File: src/rtl/med_window_gen.sv
// 3x3 neighbourhood generator: buffers two raster lines and serialises each
// interior window as a 9-sample burst (DO/DSO/SOW) for a sequential median filter.
module med_window_gen #(
  parameter int width    = 8,
  parameter int line_len = 16
) (
  input  logic             CLK,
  input  logic             RST,
  input  logic [width-1:0] PI,
  input  logic             PVAL,
  input  logic             SOF,
  output logic             PRDY,
  input  logic             WRDY,
  output logic [width-1:0] DO,
  output logic             DSO,
  output logic             SOW,
  output logic [1:0]       fsm_state
);

  localparam int CW = (line_len > 1) ? $clog2(line_len) : 1;
  localparam logic [CW-1:0] LAST_COL = CW'(line_len - 1);

  localparam logic [1:0] S_IDLE = 2'd0;
  localparam logic [1:0] S_PEND = 2'd1;
  localparam logic [1:0] S_EMIT = 2'd2;

  logic [1:0]       state;
  logic [CW-1:0]    col;
  logic [1:0]       row;
  logic [3:0]       k;
  logic [3:0]       k_inc;
  logic [width-1:0] lb1 [line_len];
  logic [width-1:0] lb2 [line_len];
  logic [width-1:0] win [9];
  logic [width-1:0] win_nxt [9];
  logic             accept;
  logic             win_valid;
  logic [CW-1:0]    cur_col;
  logic [1:0]       cur_row;

  // Pixel handshake: a pixel transfers on a rising edge where PVAL and PRDY are
  // both high; PRDY depends only on state, never on PVAL. WRDY is only sampled
  // when a window is waiting to start, never mid-burst.
  assign PRDY      = (state == S_IDLE);
  assign accept    = PVAL & PRDY;
  assign cur_col   = SOF ? '0 : col;
  assign cur_row   = SOF ? 2'd0 : row;
  assign win_valid = (cur_row == 2'd2) && (cur_col >= CW'(2));
  assign k_inc     = k + 4'd1;
  assign fsm_state = state;

  always_comb begin
    win_nxt = win;
    if (accept) begin
      win_nxt[0] = win[1];
      win_nxt[1] = win[2];
      win_nxt[2] = lb2[cur_col];
      win_nxt[3] = win[4];
      win_nxt[4] = win[5];
      win_nxt[5] = lb1[cur_col];
      win_nxt[6] = win[7];
      win_nxt[7] = win[8];
      win_nxt[8] = PI;
    end
  end

  // Line buffers and window carry no reset: rows below 2 never emit.
  always_ff @(posedge CLK) begin
    if (accept) begin
      lb2[cur_col] <= lb1[cur_col];
      lb1[cur_col] <= PI;
    end
    win <= win_nxt;
  end

  always_ff @(posedge CLK or posedge RST) begin
    if (RST) begin
      state <= S_IDLE;
      col   <= '0;
      row   <= 2'd0;
      k     <= 4'd0;
      DO    <= '0;
      DSO   <= 1'b0;
      SOW   <= 1'b0;
    end else begin
      if (accept) begin
        if (cur_col == LAST_COL) begin
          col <= '0;
          row <= (cur_row == 2'd2) ? 2'd2 : cur_row + 2'd1;
        end else begin
          col <= cur_col + CW'(1);
          row <= cur_row;
        end
      end
      case (state)
        S_IDLE: begin
          if (accept && win_valid) begin
            if (WRDY) begin
              // Window updates on this same edge, so present the post-shift sample.
              state <= S_EMIT;
              k     <= 4'd0;
              DO    <= win_nxt[0];
              DSO   <= 1'b1;
              SOW   <= 1'b1;
            end else begin
              state <= S_PEND;
            end
          end
        end
        S_PEND: begin
          if (WRDY) begin
            state <= S_EMIT;
            k     <= 4'd0;
            DO    <= win[0];
            DSO   <= 1'b1;
            SOW   <= 1'b1;
          end
        end
        S_EMIT: begin
          SOW <= 1'b0;
          if (k == 4'd8) begin
            state <= S_IDLE;
            k     <= 4'd0;
            DO    <= '0;
            DSO   <= 1'b0;
          end else begin
            k  <= k_inc;
            DO <= win[k_inc];
          end
        end
        default: state <= S_IDLE;
      endcase
    end
  end

endmodule

File: config.mk
export PLATFORM = sky130hd
export DESIGN_NAME = med_window_gen
export DESIGN_NICKNAME = d
export VERILOG_FILES = /design/src/rtl/med_window_gen.sv
export SDC_FILE = /design/constraint.sdc
export NUM_CORES = 1
export LEC_CHECK = 0
export CAP_MARGIN = 10
export CORE_MARGIN = 3
export CORE_UTILIZATION = 65
export CTS_CLUSTER_SIZE = 20
export DETAILED_ROUTE_END_ITERATION = 7
export GPL_TIMING_DRIVEN = 1
export MAX_ROUTING_LAYER = met4
export PLACE_DENSITY = 0.83
export SYNTH_ARGS = -nofsm -noshare
export SYNTH_HDL_FRONTEND = slang
export SYNTH_SLANG_ARGS = --single-unit
File: constraint.sdc
create_clock -name CLK -period 11.7 [get_ports CLK]
set_input_delay 1.755 -clock CLK [delete_from_list [all_inputs] [get_ports CLK]]
set_output_delay 1.755 -clock CLK [all_outputs]
set_load 0.02 [all_outputs]
==> results by group, run 1 <==
Logic synthesis
  – Post-synth EDFFs: 320
  – Post-synth top area cell: edfxtp_1
  – Top cells by count, synth: edfxtp_1, mux2i_1, o22ai_1
  – Syn Std Cell Area: 14100 um^2
  – Synthesized Nets: 894
  – Area contributors post-synth: edfxtp_1, mux2i_1, dfrtp_1, o22ai_1, a21oi_1
  – Synth top area share: 0.683
  – Async S/R FF share, synth: 0.0629
  – Top FF cell, synth: edfxtp_1
  – Synth cell types: 61
  – Top-count cell post-synth: edfxtp_1
  – Syn Inst Count: 872
  – Ys Warns: 0
  – Sequential area share after synthesis: 0.733
  – Syn avg cell area: 16.1 um^2
  – #FFs+latches synth: 350

Placed design
  – PortBufs: 25
  – Placer congestion estimate: 0.852
  – Post-DP HPWL: 17800 um

Drt
  – Post-route ant nets: 0
  – DRT Pass-1 Iters: 5
  – WL final: 29900 um
  – DR vias/cell: 6.79
  – Average wire per standard cell: 24.8 um
  – Vias: 8203
  – # DRC: 0
  – 1st-iter DRT viols: 979

Setup path
  – Crit path kind: in2reg
  – R2R Path Start: col[0]
  – Max Fanout on Critical Path: 17
  – CP startpoint kind: input pin
  – CP endpoint kind: flop
  – Crit. Startpoint: SOF
  – Worst Path Required: 11910 ps
  – Critical path arrival: 5180 ps

Floorplanning
  – Chip width: 153 um
  – Core region area: 21200 um^2
  – Die Span Y: 153 um
  – Die footprint: 23500 um^2
  – Rows: 53
  – I/O Pins: 26
  – Starting Density: 0.665

Timing
  – Max-slew violations: 0
  – Fin Setup TNS: 0 ps
  – RSZ-0062 raised after global routing: false
  – Clk_skew: 17.4 ps
  – Final Hold Viols: 0
  – Fin crit period: 4970 ps
  – Final Cycle Share: 0.425
  – FMAX: 201 MHz
  – Least-Margin Pin Slew: 1110 ps
  – Finish-stage setup viols: 0
  – Max-slew headroom: 0.262

Final layout
  – NumNets Final: 928
  – Layout Utilization: 0.749
  – Antenna cells: 0
  – Layout cells sized above 1: 0.133
  – Area Growth Syn to Fin: 12.6%

Power and ir drop
  – Clock power share: 0.336
  – Leakage Power: 0.00555 uW
  – Peak VDD IR: 0.208 mV
  – Net Sw Frac: 0.271
  – Seq pwr share: 0.481
  – Int Pwr: 2510 uW
  – Power per cell area: 218 nW/um^2
  – Gate power share: 0.183
  – NetSw: 934 uW

Clock tree
  – CTS tree: yes
  – CTS Hold Bufs: 0
  – Post-CTS sizing: 0
  – # clock sinks: 350
  – Skew-Pair Late Insertion Delay: 510 ps
  – TritonCTS buffer count: 36
  – # Post-CTS Setup Buffers: 0
  – CTS Root Buffer Type: clkbuf_16
  – Clock buffer depth: 3
  – H-tree levels: 2
  – Worst-path clk slew: 60 ps

Worst hold path
  – Hold Path Origin: win[36]
  – Hold WC Path Type: reg2reg

Global route
  – Initial antenna violation count: 0
  – Congestion Overflow GR: 0
  – Largest net degree at the start of global routing: 78
  – GR Util All Layers: 0.263
  – Number of global-route vias before repair: 8107
  – First-pass GRT wire length: 46600 um

Status
  – Status: finished, final reports clean

Flow run
  – Max-cap viol count: 0
cell usage in the layout (no fill, tap or decap), drive strengths merged, types with 5 or more instances in the layout:
cell / instances
o22ai: 51
dfxtp: 8
nand3: 6
clkinv: 20
inv: 26
nor2: 25
dfrtp: 22
a221oi: 16
bufinv: 5
o21ai: 24
a22o: 5
a21oi: 42
mux2i: 71
clkbuf: 41
mux2: 18
edfxtp: 320
a22oi: 23
nand2: 49
buf: 21
ha: 9
a31oi: 11
a211oi: 16
and2: 6
clkdlybuf4s50: 25
mux4: 16
flip-flops by register name, indices dropped and copies added (netlist names):
register,cells
k,4
win,72
col,4
DO,8
DSO,1
lb1,128
row,2
fsm_state,2
SOW,1
lb2,128
cells by family (layout without fill, tap and decap cells):
logic type | Yosys count | count (layout) | share of synthesized area
flip-flops | 350 | 350 | 0.733
AO/OA/AOI/OAI | 211 | 211 | 0.101
AND/OR/NAND/NOR | 118 | 118 | 0.0410
multiplexers | 105 | 105 | 0.0923
buffers and inverters | 79 | 140 | 0.0247
adder cells (fa/ha/maj) | 9 | 9 | 0.00800
critical path, cell delays in order:
cell and delay (ps):
clkdlybuf4s50_1 900, clkinv_1 470, nand2_1 720, ha_1 260, nand2_1 130, nor2_1 630, buf_4 310
power groups by stage:
| stage | combinational [uW] | sequential, uW | clock [uW] |
|---|---|---|---|
| final | 632 | 1660 | 1160 |
| after global routing | 683 | 1670 | 1220 |
| after CTS | 627 | 1660 | 1170 |
| after detailed placement | 621 | 1680 | 0 |
| after global placement | 599 | 1680 | 0 |
| after floorplan | 470 | 1630 | 0 |
metal layers:
layer / GRT usage / vias to the layer above / wire length [um]
met5: - / - / 0
met4: 0.0713 / 0 / 639
met3: 0.0498 / 62 / 2690
met2: 0.418 / 509 / 15000
met1: 0.359 / 4089 / 11700
li1: - / 3543 / -
through the flow:
| stage | hold WS, ps | setup WS, ps | std cells | power [uW] | cell area, um^2 |
|---|---|---|---|---|---|
| 3_3_place_gp | 420 | 6290 | 1142 | 2280 | 14600 |
| 5_1_grt | 446 | 6580 | 1208 | 3580 | 15800 |
| 6_report | 440 | 6730 | 1208 | 3450 | 15800 |
| 3_5_place_dp | 429 | 6380 | 1143 | 2300 | 14600 |
| 2_1_floorplan | 417 | 6290 | 872 | 2100 | 14100 |
| 4_1_cts | 442 | 6820 | 1208 | 3460 | 15800 |
worst paths after layout:
kind | slack (ps) | endpoint | cells past startpoint
max reg2reg | 7920 | lb2[5][3] | 5
min | 440 | win[44] | 0
max in group asynchronous | 9220 | col[0] | 2
min in group asynchronous | 1780 | k[1] | 2
min reg2reg | 440 | win[44] | 0
max | 6730 | lb1[4][1] | 7
layout make-up:
class	instances	area, um^2
sequential	350	10300
fill	1204	5310
multi-input combinational	443	3440
clock buffer	41	962
timing repair buffer	46	408
tap	275	344
clock inverter	24	251
inverter	29	109
Power figures use the tool's default switching activity.
==> inputs of run 2 (changes only) <==
CORE_UTILIZATION = 62   (was 65)
PLACE_DENSITY = 0.79   (was 0.83)
clock period = 5.1 ns   (was 11.7 ns; I/O delays follow)
==> results by group, run 2 (same netlist as run 1, synthesis figures left out) <==
Status
  – Status: finished, final reports clean

Clock tree
  – Worst-path clk slew: 70 ps (about the same)
  – Clock buffer depth: 3 (unchanged)
  – # Post-CTS Setup Buffers: 0 (unchanged)
  – TritonCTS buffer count: 35 (-2.8%)
  – H-tree levels: 2 (unchanged)
  – # clock sinks: 350 (unchanged)
  – CTS Root Buffer Type: clkbuf_16
  – CTS Hold Bufs: 0 (unchanged)
  – CTS tree: yes
  – Skew-Pair Late Insertion Delay: 520 ps (about the same)
  – Post-CTS sizing: 0 (unchanged)

Floorplanning
  – Die footprint: 24500 um^2 (+4.6%)
  – Core region area: 22100 um^2 (+4.4%)
  – Rows: 54 (+1.9%)
  – I/O Pins: 26 (unchanged)
  – Starting Density: 0.637 (-0.0283)
  – Die Span Y: 157 um (+2.3%)
  – Chip width: 157 um (+2.3%)

Global route
  – First-pass GRT wire length: 47600 um (+2.1%)
  – Number of global-route vias before repair: 7976 (-1.6%)
  – Congestion Overflow GR: 0 (unchanged)
  – Initial antenna violation count: 1 (+1)
  – Largest net degree at the start of global routing: 55 (-29%)
  – GR Util All Layers: 0.265 (+0.00161)

Drt
  – Post-route ant nets: 0 (unchanged)
  – DRT Pass-1 Iters: 5 (unchanged)
  – Vias: 8265 (+0.76%)
  – Average wire per standard cell: 25.4 um (+2.6%)
  – 1st-iter DRT viols: 1109 (+13%)
  – # DRC: 0 (unchanged)
  – DR vias/cell: 6.77 (-0.24%)
  – WL final: 31000 um (+3.7%)

Timing
  – Fin crit period: 3470 ps
  – Max-slew violations: 0 (unchanged)
  – FMAX: 289 MHz
  – Clk_skew: 20.0 ps (+2.53 ps)
  – Least-Margin Pin Slew: 975 ps (-131 ps)
  – Final Hold Viols: 0 (unchanged)
  – RSZ-0062 raised after global routing: false
  – Fin Setup TNS: 0 ps (unchanged)
  – PnR worst setup slack: 1630 ps (-5090 ps)
  – Final Cycle Share: 0.680
  – Max-slew headroom: 0.342 (+0.0797)
  – Finish-stage setup viols: 0 (unchanged)

Final layout
  – Regs by FF count: lb1: 128 flops, lb2: 128 flops, win: 72 flops
  – Commonest non-fill, non-tap cell in the layout: edfxtp_1
  – Area Growth Syn to Fin: 12.1%
  – Most frequent cells in the layout: edfxtp_1, mux2i_1, o22ai_1
  – Layout cells sized above 1: 0.134 (+0.00128)
  – NumNets Final: 937 (+0.97%)

Placed design
  – PortBufs: 25 (unchanged)
  – Post-DP HPWL: 18500 um (+3.7%)
  – Placer congestion estimate: 0.894 (+4.9%)
  – Dpl ws: 1230 ps (-5150 ps)

Setup path
  – Crit path kind: in2reg
  – Worst Path Required: 5480 ps (-6430 ps)
  – Critical path arrival: 3850 ps (-1330 ps)
  – CP startpoint kind: input pin
  – CP max stage delay: 890 ps (about the same)
  – CP Cell Sequence: clkdlybuf4s50_1 -> clkinv_1 -> nand2_1 -> ha_1 -> and2_1 -> nand3_1 -> a21oi_1 -> o21ai_0 -> mux2_2
  – CP endpoint kind: flop
  – WP buf/inv: 2 (-1)
  – Crit path max-delay family: buffers and inverters
  – Worst path slowest cell: clkdlybuf4s50_1
  – Max Fanout on Critical Path: 15 (-2)

Flow run
  – Max-cap viol count: 0 (unchanged)

Power and ir drop
  – Peak VDD IR: 0.307 mV (+48%)
  – Leakage Power: 0.00552 uW (-0.64%)
  – Power per cell area: 485 nW/um^2 (+120%)

Worst hold path
  – Hold WC Path Type: reg2reg
-- run 2: cell types whose count changed in the layout (fill, tap and decap cells not counted), moves of 2 or more --
cell       previous run  this run
clkinv_2              8         2
buf_4                21        31
bufinv_16             5         1
clkbuf_16            38        36
clkinv_1             11         6
clkbuf_1              3        12
-- run 2: worst reg2reg max path, delay by kind of cell (launching register included) --
family | cells | cell delay (ps)
compound gates | 3 | 650
buf+inv | 2 | 1010
simple gates | 1 | 360
flops | 1 | 870
-- run 2: cell type report --
class                           count  area [um^2]
Clock inverter                     12          108
Timing Repair Buffer               56          483
Antenna cell                        1         2.50
Tap cell                          280          350
Inverter                           29          109
Sequential cell                   350        10300
Clock buffer                       49          960
Fill cell                        1323         6310
Multi-Input combinational cell    443         3440
-- run 2: worst paths after layout --
kind	startpoint	end	slack [ps]	cells past startpoint
worst max-delay path	SOF	k[0]	1630	9
worst min-delay path	win[53]	win[61]	450	0
worst max register to register	col[0]	win[24]	1830	6
worst min register to register	win[53]	win[61]	450	0
max in group asynchronous	RST	col[0]	3650	2
min in group asynchronous	RST	DO[5]	770	2
-- run 2: layer usage --
| layer | part of all wire | track usage | vias up |
|---|---|---|---|
| met5 | 0 | - | - |
| met4 | 0.031 | 0.0925 | 0 |
| met3 | 0.098 | 0.0465 | 88 |
| met2 | 0.48 | 0.405 | 488 |
| met1 | 0.39 | 0.367 | 4120 |
| li1 | - | - | 3569 |
-- run 2: through the flow --
step                      power (uW)   util  hold slack [ps]  instance area [um^2]  std cells
after global routing            7950  0.714              453                 15800       1220
after global placement          5210  0.666              425                 14700       1158
after detailed placement        5300  0.666              436                 14700       1158
final                           7650  0.714              451                 15800       1220
after CTS                       7680  0.714              448                 15800       1219
after floorplan                 4820      -              417                 14100        872
-- run 2: where the power goes --
part	switching (uW)	internal [uW]
logic	902	576
clock network	1020	1370
registers	197	3590
total	2120	5540
==> inputs of run 3 (changes only) <==
CORE_UTILIZATION = 56   (was 62)
PLACE_DENSITY = 0.76   (was 0.79)
clock period = 2.9 ns   (was 5.1 ns; I/O delays follow)
==> results by group, run 3 (same netlist as run 1, synthesis figures left out) <==
Final layout
  – Multi-input logic area: 3470 um^2 (+0.87%)
  – Layout Utilization: 0.669 (-0.0453)
  – Antenna cells: 0 (-1)
  – Regs by FF count: lb1: 128 flops, lb2: 128 flops, win: 72 flops
  – Most frequent cells in the layout: edfxtp_1, mux2i_1, buf_4
  – NumNets Final: 988 (+5.4%)
  – Area Growth Syn to Fin: 16.6%
  – Fillers: 1666 (+26%)
  – Layout cells sized above 1: 0.185 (+0.0511)
  – Final Cell Area: 16400 um^2 (+4.0%)
  – Commonest non-fill, non-tap cell in the layout: edfxtp_1
  – FF/Latch Area: 10300 um^2 (unchanged)

Timing
  – Least-Margin Pin Slew: 763 ps (-211 ps)
  – Final Cycle Share: 0.876
  – Finish-stage setup viols: 0 (unchanged)
  – RSZ-0062 raised after global routing: false
  – PnR worst setup slack: 359 ps (-1270 ps)
  – Clk_skew: 17.1 ps (-2.83 ps)
  – FMAX: 394 MHz
  – Max-slew violations: 0 (unchanged)
  – Final Hold Viols: 0 (unchanged)
  – Fin crit period: 2540 ps
  – Max-slew headroom: 0.490 (+0.148)

Setup path
  – Worst setup path endpoint: DO[2]
  – CP startpoint kind: flop
  – Cells on worst reg2reg path: 8 (+2)
  – Reg-to-reg slack, setup: 360 ps (-1470 ps)
  – End of the worst register-to-register path: DO[2]
  – Crit. Startpoint: k[0]
  – Crit path kind: reg2reg
  – Critical path arrival: 2930 ps (-920 ps)
  – Max Fanout on Critical Path: 12 (-3)
  – Worst Path Required: 3290 ps (-2190 ps)
  – CP endpoint kind: flop
  – R2R Path Start: k[0]

Power and ir drop
  – Clock power share: 0.307 (-0.005)
  – Peak VDD IR: 0.535 mV (+74%)
  – Leakage Power: 0.00583 uW (+5.7%)
  – Int Pwr: 10000 uW (+81%)
  – Seq pwr share: 0.475 (-0.020)
  – Net Sw Frac: 0.276 (about the same)
  – NetSw: 3830 uW (+81%)
  – Gate power share: 0.218 (+0.025)
  – Power per cell area: 844 nW/um^2 (+74%)

Floorplanning
  – Die Span Y: 165 um (+5.0%)
  – Starting Density: 0.574 (-0.0634)
  – Chip width: 165 um (+5.0%)
  – Core region area: 24500 um^2 (+11%)
  – I/O Pins: 26 (unchanged)
  – Rows: 57 (+5.6%)
  – Die footprint: 27100 um^2 (+10%)

Drt
  – Post-route ant nets: 0 (unchanged)
  – DR vias/cell: 6.28 (-7.2%)
  – Average wire per standard cell: 23.7 um (-6.8%)
  – DRT Pass-1 Iters: 7 (+2)
  – 1st-iter DRT viols: 930 (-16%)
  – # DRC: 0 (unchanged)
  – WL final: 31200 um (+0.62%)
  – Vias: 8277 (+0.15%)

Worst hold path
  – Hold WC Path Type: in2async

Placed design
  – Post-DP HPWL: 19600 um (+5.9%)
  – Area after DPL: 15300 um^2 (+4.2%)
  – PortBufs: 25 (unchanged)
  – Dpl ws: 250 ps (-977 ps)
  – Placer congestion estimate: 0.880 (-1.6%)

Clock tree
  – CTS Hold Bufs: 0 (unchanged)
  – Worst-path clk slew: 70 ps (about the same)
  – # clock sinks: 350 (unchanged)
  – Clock buffer depth: 3 (unchanged)
  – Skew-Pair Late Insertion Delay: 520 ps (about the same)
  – TritonCTS buffer count: 35 (unchanged)
  – H-tree levels: 2 (unchanged)
  – CTS tree: yes
  – CTS Root Buffer Type: clkbuf_16
  – # Post-CTS Setup Buffers: 0 (unchanged)
  – Post-CTS sizing: 0 (unchanged)

Global route
  – First-pass GRT wire length: 48200 um (+1.3%)
  – Number of global-route vias before repair: 8211 (+2.9%)
  – GR Util All Layers: 0.246 (-0.0190)
  – Initial antenna violation count: 0 (-1)
  – Largest net degree at the start of global routing: 80 (+45%)
  – Congestion Overflow GR: 0 (unchanged)

Status
  – Status: finished, final reports clean

Flow run
  – Max-cap viol count: 0 (unchanged)
-- run 3: how the worst min path moves through the flow --
stage | from | to | slack (ps) | depth (start not counted)
after floorplan | RST | DO[0] | 420 | 1
after global placement | win[34] | win[42] | 430 | 0
after detailed placement | win[33] | win[41] | 430 | 0
after CTS | RST | row[1] | 260 | 3
after global routing | RST | k[0] | 300 | 3
final | RST | DO[6] | 270 | 3
-- run 3: metal layers --
layer / global-route usage / vias up / share of wire
met2: 0.378 / 376 / 0.48
li1: - / 3673 / -
met4: 0.107 / 0 / 0.039
met5: - / - / 0
met3: 0.0384 / 103 / 0.081
met1: 0.331 / 4125 / 0.40
-- run 3: final cells by class --
class                      instances  share of cell area
clock inverter                    19             0.00839
clock buffer                      45              0.0576
inverter                          29             0.00663
timing repair buffer             107              0.0619
multi-input combinational        443               0.212
sequential                       350               0.629
tap                              324              0.0247
-- run 3: critical path, stage by stage, from the launching register on --
cell and delay (ps):
dfrtp_1 470, inv_1 150, ha_1 510, buf_4 290, mux4_2 510, inv_1 70, o22ai_1 70, o221ai_1 220
a31oi_1 110
-- run 3: stage by stage --
step / setup TNS (ps) / power [uW] / hold slack (ps) / std cells
global placement: 0 / 9590 / 425 / 1253
floorplan: -610 / 8510 / 417 / 872
CTS: 0 / 13900 / 260 / 1317
finish: 0 / 13800 / 269 / 1317
global route: 0 / 14400 / 295 / 1317
detailed placement: 0 / 9670 / 433 / 1253
-- run 3: power by group through the flow --
stage / clock, uW / combinational [uW] / sequential, uW
floorplan: 0 / 1930 / 6580
detailed placement: 0 / 2990 / 6680
global route: 4490 / 3290 / 6630
CTS: 4320 / 3010 / 6580
finish: 4250 / 3030 / 6580
global placement: 0 / 2940 / 6650
